$ cat config.mk
export PLATFORM = sky130hd
export DESIGN_NAME = core_bus_arbiter
export DESIGN_NICKNAME = d
export VERILOG_FILES = /design/src/rtl/core_bus_arbiter_pkg.sv /design/src/rtl/core_bus_arbiter_timeout.sv /design/src/rtl/core_bus_arbiter.sv
export SDC_FILE = /design/constraint.sdc
export NUM_CORES = 1
export LEC_CHECK = 0
export CORE_ASPECT_RATIO = 1.4
export CORE_MARGIN = 2
export CORE_UTILIZATION = 43
export DETAILED_ROUTE_END_ITERATION = 16
export PLACE_DENSITY = 0.94
export SYNTH_ARGS = -nofsm -noshare
export SYNTH_HDL_FRONTEND = slang
export SYNTH_SLANG_ARGS = --single-unit
export TNS_END_PERCENT = 50
$ cat constraint.sdc
create_clock -name clk -period 2.79 [get_ports clk]
set_clock_uncertainty 0.1 [all_clocks]
set_input_delay 0.837 -clock clk [delete_from_list [all_inputs] [get_ports clk]]
set_output_delay 0.837 -clock clk [all_outputs]
set_load 0.05 [all_outputs]
$ cat src/rtl/core_bus_arbiter_pkg.sv
// Shared definitions for the core bus arbiter: FSM states, grant encodings and
// the round-robin grant selection.
package core_bus_arbiter_pkg;

   typedef enum logic [1:0] {
      IDLE = 2'd0,
      BUSY = 2'd1,
      RESP = 2'd2
   } arb_state_t;

   typedef enum logic {
      GRANT_I = 1'b0,
      GRANT_D = 1'b1
   } grant_t;

   // On a tie the port that did not win last time is granted
   function automatic grant_t pick_grant(input logic i_pend, input logic d_pend, input grant_t last);
      grant_t g;
      if (i_pend && d_pend) begin
         g = (last == GRANT_I) ? GRANT_D : GRANT_I;
      end else if (d_pend) begin
         g = GRANT_D;
      end else begin
         g = GRANT_I;
      end
      return g;
   endfunction

endpackage

$ cat src/rtl/core_bus_arbiter_timeout.sv
// Watchdog counter for an outstanding bus transaction. expired is high during
// the TIMEOUT_CYCLES-th consecutive enabled cycle; tied low when disabled.
module bus_timeout_counter #(
   parameter int TIMEOUT_CYCLES = 1024
) (
   input  logic clk,
   input  logic reset,
   input  logic clear,
   input  logic enable,
   output logic expired
);

   generate
      if (TIMEOUT_CYCLES == 0) begin : g_disabled
         logic unused_inputs_s;
         assign unused_inputs_s = &{1'b0, clk, reset, clear, enable};
         assign expired = 1'b0;
      end else begin : g_enabled
         localparam int CW = $clog2(TIMEOUT_CYCLES + 1);
         localparam logic [CW-1:0] COUNT_MAX  = CW'(TIMEOUT_CYCLES);
         localparam logic [CW-1:0] COUNT_LAST = CW'(TIMEOUT_CYCLES - 1);
         localparam logic [CW-1:0] COUNT_ONE  = CW'(1);

         logic [CW-1:0] count_r;

         // Count enabled cycles, saturating rather than wrapping
         always_ff @(posedge clk) begin
            if (reset || clear) begin
               count_r <= {CW{1'b0}};
            end else if (enable && (count_r != COUNT_MAX)) begin
               count_r <= count_r + COUNT_ONE;
            end else begin
               count_r <= count_r;
            end
         end

         assign expired = enable && (count_r == COUNT_LAST);
      end
   endgenerate

endmodule

$ cat src/rtl/core_bus_arbiter.sv
// Round-robin arbiter joining the core's instruction and data ports onto the
// Controller's single memory port, with a watchdog for unacknowledged requests.
module core_bus_arbiter
   import core_bus_arbiter_pkg::*;
#(
   parameter int ADDR_WIDTH = 32,
   parameter int DATA_WIDTH = 32,
   parameter int TIMEOUT_CYCLES = 1024,
   parameter logic [DATA_WIDTH-1:0] ERROR_DATA = 32'hDEADBEEF
) (
   input  logic                  clk,
   input  logic                  reset,
   input  logic                  i_read,
   input  logic [ADDR_WIDTH-1:0] i_address,
   output logic [DATA_WIDTH-1:0] i_read_data,
   output logic                  i_response,
   input  logic                  d_read,
   input  logic                  d_write,
   input  logic [ADDR_WIDTH-1:0] d_address,
   input  logic [DATA_WIDTH-1:0] d_write_data,
   output logic [DATA_WIDTH-1:0] d_read_data,
   output logic                  d_response,
   output logic                  m_read,
   output logic                  m_write,
   output logic [ADDR_WIDTH-1:0] m_address,
   output logic [DATA_WIDTH-1:0] m_write_data,
   input  logic [DATA_WIDTH-1:0] m_read_data,
   input  logic                  m_response,
   output logic                  bus_error
);

   arb_state_t state_r, state_nxt_s;
   grant_t last_grant_r, last_grant_nxt_s, grant_s;

   logic                  m_read_r, m_read_nxt_s;
   logic                  m_write_r, m_write_nxt_s;
   logic [ADDR_WIDTH-1:0] m_address_r, m_address_nxt_s;
   logic [DATA_WIDTH-1:0] m_write_data_r, m_write_data_nxt_s;
   logic                  i_response_r, i_response_nxt_s;
   logic                  d_response_r, d_response_nxt_s;
   logic [DATA_WIDTH-1:0] i_read_data_r, i_read_data_nxt_s;
   logic [DATA_WIDTH-1:0] d_read_data_r, d_read_data_nxt_s;
   logic                  bus_error_r, bus_error_nxt_s;
   logic                  i_pend_s, d_pend_s, expired_s;

   assign i_pend_s = i_read;
   assign d_pend_s = d_read | d_write;

   bus_timeout_counter #(
      .TIMEOUT_CYCLES(TIMEOUT_CYCLES)
   ) u_timeout (
      .clk    (clk),
      .reset  (reset),
      .clear  (state_r != BUSY),
      .enable (state_r == BUSY),
      .expired(expired_s)
   );

   // Next-state and next-output decode; responses default low with zero data
   always_comb begin
      state_nxt_s        = state_r;
      last_grant_nxt_s   = last_grant_r;
      grant_s            = GRANT_I;
      m_read_nxt_s       = m_read_r;
      m_write_nxt_s      = m_write_r;
      m_address_nxt_s    = m_address_r;
      m_write_data_nxt_s = m_write_data_r;
      i_response_nxt_s   = 1'b0;
      d_response_nxt_s   = 1'b0;
      i_read_data_nxt_s  = {DATA_WIDTH{1'b0}};
      d_read_data_nxt_s  = {DATA_WIDTH{1'b0}};
      bus_error_nxt_s    = bus_error_r;
      case (state_r)
         IDLE: begin
            if (i_pend_s || d_pend_s) begin
               grant_s          = pick_grant(i_pend_s, d_pend_s, last_grant_r);
               last_grant_nxt_s = grant_s;
               state_nxt_s      = BUSY;
               if (grant_s == GRANT_I) begin
                  m_read_nxt_s       = 1'b1;
                  m_write_nxt_s      = 1'b0;
                  m_address_nxt_s    = i_address;
                  m_write_data_nxt_s = {DATA_WIDTH{1'b0}};
               end else begin
                  // A read/write collision on the data port becomes a write
                  m_read_nxt_s       = d_read & ~d_write;
                  m_write_nxt_s      = d_write;
                  m_address_nxt_s    = d_address;
                  m_write_data_nxt_s = d_write_data;
               end
            end else begin
               state_nxt_s = IDLE;
            end
         end
         BUSY: begin
            if (m_response || expired_s) begin
               m_read_nxt_s  = 1'b0;
               m_write_nxt_s = 1'b0;
               state_nxt_s   = RESP;
               if (!m_response) begin
                  bus_error_nxt_s = 1'b1;
               end else begin
                  bus_error_nxt_s = bus_error_r;
               end
               if (last_grant_r == GRANT_I) begin
                  i_response_nxt_s  = 1'b1;
                  i_read_data_nxt_s = m_response ? m_read_data : ERROR_DATA;
               end else begin
                  d_response_nxt_s  = 1'b1;
                  d_read_data_nxt_s = m_response ? m_read_data : ERROR_DATA;
               end
            end else begin
               state_nxt_s = BUSY;
            end
         end
         RESP: begin
            state_nxt_s = IDLE;
         end
         default: begin
            state_nxt_s = IDLE;
         end
      endcase
   end

   // State and registered outputs
   always_ff @(posedge clk) begin
      if (reset) begin
         state_r        <= IDLE;
         last_grant_r   <= GRANT_D;
         m_read_r       <= 1'b0;
         m_write_r      <= 1'b0;
         m_address_r    <= {ADDR_WIDTH{1'b0}};
         m_write_data_r <= {DATA_WIDTH{1'b0}};
         i_response_r   <= 1'b0;
         d_response_r   <= 1'b0;
         i_read_data_r  <= {DATA_WIDTH{1'b0}};
         d_read_data_r  <= {DATA_WIDTH{1'b0}};
         bus_error_r    <= 1'b0;
      end else begin
         state_r        <= state_nxt_s;
         last_grant_r   <= last_grant_nxt_s;
         m_read_r       <= m_read_nxt_s;
         m_write_r      <= m_write_nxt_s;
         m_address_r    <= m_address_nxt_s;
         m_write_data_r <= m_write_data_nxt_s;
         i_response_r   <= i_response_nxt_s;
         d_response_r   <= d_response_nxt_s;
         i_read_data_r  <= i_read_data_nxt_s;
         d_read_data_r  <= d_read_data_nxt_s;
         bus_error_r    <= bus_error_nxt_s;
      end
   end

   assign m_read       = m_read_r;
   assign m_write      = m_write_r;
   assign m_address    = m_address_r;
   assign m_write_data = m_write_data_r;
   assign i_response   = i_response_r;
   assign d_response   = d_response_r;
   assign i_read_data  = i_read_data_r;
   assign d_read_data  = d_read_data_r;
   assign bus_error    = bus_error_r;

endmodule

==> flow_metrics.py <==
metrics = {
    "outcome": {
        "status": "complete, no violations",
    },
    "drt": {
        "via_per_inst": 5.66,
        "drtIter0Drc": 394,
        "drt-total-wl_um": 17700,
        "via_count": 5747,
        "drc": 0,
        "detail-route-antenna-nets": 0,
        "wl_per_cell_um": 17.4,
        "firstDrtPassIters": 5,
    },
    "yosys": {
        "synth_edf_count": 0,
        "yosysWarnings": 0,
        "ys_seq_elements": 147,
        "synth_cells": 608,
        "synth.avg_cell_area_um2": 8.90,
        "synth-seq-area-share": 0.544,
        "synth_fp_nets": 744,
        "ys.flop_type": "dfxtp_1",
        "syn_area_um2": 5410,
        "synth.distinct_cells": 42,
        "async_flop_share": 0,
    },
    "critical_path": {
        "r2r_end": "i_read_data[25]$_SDFF_PP0_",
        "ff2ff_path_depth": 5,
        "start_kind": "register",
        "crit_path_max_incr_delay_ps": 860,
        "cpLargestDelayFamily": "buffers and inverters",
        "path_max_fanout": 2,
        "worst-path-buf-inv": 1,
        "cpMaxStageDelayCell": "clkdlybuf4s50_1",
        "worstPathArrival_ps": 1670,
        "critPathKind": "register to output port",
        "crit_required_ps": 1850,
        "worstReg2RegStart": "u_timeout.g_enabled.count_r[0]$_SDFFE_PP0P_",
        "r2r_setup_slack_ps": 600,
        "worst_setup_path_end_kind": "output port",
        "crit_chain": "clkdlybuf4s50_1",
    },
    "power": {
        "ir_worst_vdd_v": 0.000397,
        "power.static_leakage_uw": 0.00321,
        "power.density_nw_per_um2": 709,
    },
    "grt": {
        "grt_antenna_before_repair": 0,
        "grt_use_met2": 0.435,
        "first_global_vias": 5478,
        "grt_max_degree": 51,
        "grt-busiest-layer": "met2",
        "met1_usage": 0.281,
        "grt_util_met3": 0.0654,
        "grt_overflow": 0,
        "grt_use_total": 0.254,
        "grt_pass1_wl_um": 27200,
    },
    "floorplan": {
        "coreArea_um2": 12300,
        "initial_core_util": 0.440,
        "die_w_um": 98.8,
        "io_pins": 267,
        "dieArea_um2": 13500,
        "chipHeight_um": 137,
        "rows": 48,
    },
    "layout": {
        "fill_cells": 863,
        "utilization": 0.720,
        "layout.nets": 988,
        "finalInstanceArea_um2": 8860,
        "drive_above_1_share": 0.0763,
        "n_antenna_cell": 0,
        "syn2layout_area_growth_pct": 63.7,
    },
    "clocking": {
        "cts_buffer_depth": 2,
        "clk_latency_ps": 410,
        "clock-sinks": 147,
        "cts_buffers": 17,
        "htree_levels": 4,
        "cts_hold_buf": 0,
        "cts_tree": "yes",
        "post-cts-setup-buffers": 0,
        "clk_pin_slew_ps": 60,
        "ctsResizeCount": 0,
        "cts_root_buf": "clkbuf_16",
    },
    "sta": {
        "fin_crit_ps": 2600,
        "rsz0062_at_grt": "false",
        "finalCritPeriodShare": 0.933,
        "slew_violations": 0,
        "fin_setup_tns_ps": 0,
        "slew_headroom": 0.623,
        "final_hold_viol_count": 0,
        "hold_ws_ps": 371,
        "setup_viol": 0,
        "fmax_ghz": 0.384,
        "worst_pin_slew_ps": 564,
    },
    "min_path": {
        "hold_end": "m_write_data[28]$_SDFFE_PP0N_",
        "holdCritPathClass": "register to register",
        "min_from": "m_write_data[28]$_SDFFE_PP0N_",
        "holdPathStages": 2,
    },
    "placement": {
        "portBuffers": 266,
        "dp_hpwl_um": 12100,
        "place.gp.congestion": 0.822,
        "placed_cell_area_um2": 8220,
    },
    "job": {
        "cap_violations": 0,
    },
}
==> how the worst max path moves through the flow <==
stage	slack, ps	start	cells past startpoint	to
4_1_cts	190	m_read$_SDFFE_PP0P_	1	m_read
3_5_place_dp	60	d_write	5	m_address[2]$_SDFFE_PP0N_
5_1_grt	170	m_read$_SDFFE_PP0P_	1	m_read
6_report	190	m_read$_SDFFE_PP0P_	1	m_read
2_1_floorplan	650	reset	5	i_read_data[14]$_SDFF_PP0_
3_3_place_gp	180	d_write	5	m_address[1]$_SDFFE_PP0N_
==> power by group <==
part	internal, uW	leakage, uW	total (uW)	switching [uW]
combinational	558	0.00170	1480	920
clock	1530	0.000314	2490	962
sequential	2240	0.00120	2320	76.2
total	4330	0.00321	6280	1960
==> metal layers <==
layer,vias up,share of wire
met5,-,0
met4,0,0.056
met3,74,0.072
met2,307,0.51
met1,2668,0.37
li1,2698,-
==> logic make-up after synthesis <==
logic type,after synthesis,synth area share
buffers and inverters,69,0.0502
and+or+nand+nor,235,0.223
muxes,4,0.00740
AOI/OAI and AO/OA,150,0.169
DFF,147,0.544
adders and majority gates,2,0.00462
xor gates and xnor gates,1,0.00162
==> cell usage after synthesis, drive strengths merged, types with 6 or more instances <==
master	instances	share of area
a21oi	69	0.064
a311oi	32	0.052
and2	16	0.018
buf	14	0.012
clkbuf	48	0.033
dfxtp	147	0.54
inv	6	0.0042
nand2	42	0.029
nand2b	6	0.0069
nand3	37	0.034
nand4	33	0.038
nor2	30	0.021
nor3	51	0.048
o21ai	35	0.032
==> area by class of cell <==
| cell class | count | area [um^2] | area share |
|---|---|---|---|
| flip-flops and latches | 147 | 2940 | 0.332 |
| repair buffers | 287 | 2840 | 0.321 |
| multi-input cells | 392 | 2220 | 0.251 |
| clock buffers | 17 | 425 | 0.0480 |
| clock inverters | 15 | 216 | 0.0244 |
| well taps | 150 | 188 | 0.0212 |
| inverters | 7 | 26.3 | 0.00297 |
==> metrics by stage <==
stage               power (uW)  setup WS (ps)  cells
floorplan                 3220            654    608
detailed placement        3830           64.6    983
CTS                       6320            193   1015
global placement          3800            182    983
finish                    6280            187   1015
global route              6490            167   1015
==> sequential cells by signal, indices dropped and copies added (netlist names) <==
name and count:
i_response 1, last_grant_r 1, m_read 1, m_write_data 32
d_read_data 32, d_response 1, bus_error 1, state_r 2
m_write 1, i_read_data 32, u_timeout.g_enabled.count_r 11, m_address 32
==> layout by cell type (no fill, tap or decap), drive strengths merged, types with 2 or more instances in the layout <==
master	n
clkdlybuf4s50	265
dfxtp	147
a21oi	69
nor3	51
nand2	42
nand3	37
o21ai	35
nand4	33
a311oi	32
nor2	30
buf	22
clkbuf	17
and2	16
inv	15
nand2b	6
or4	4
o31ai	4
nor4	4
mux2i	4
bufinv	4
or2	3
or3	2
and3	2
ha	2
clkinv	2
or4b	2
No activity file was read; power rests on OpenSTA's default activity.
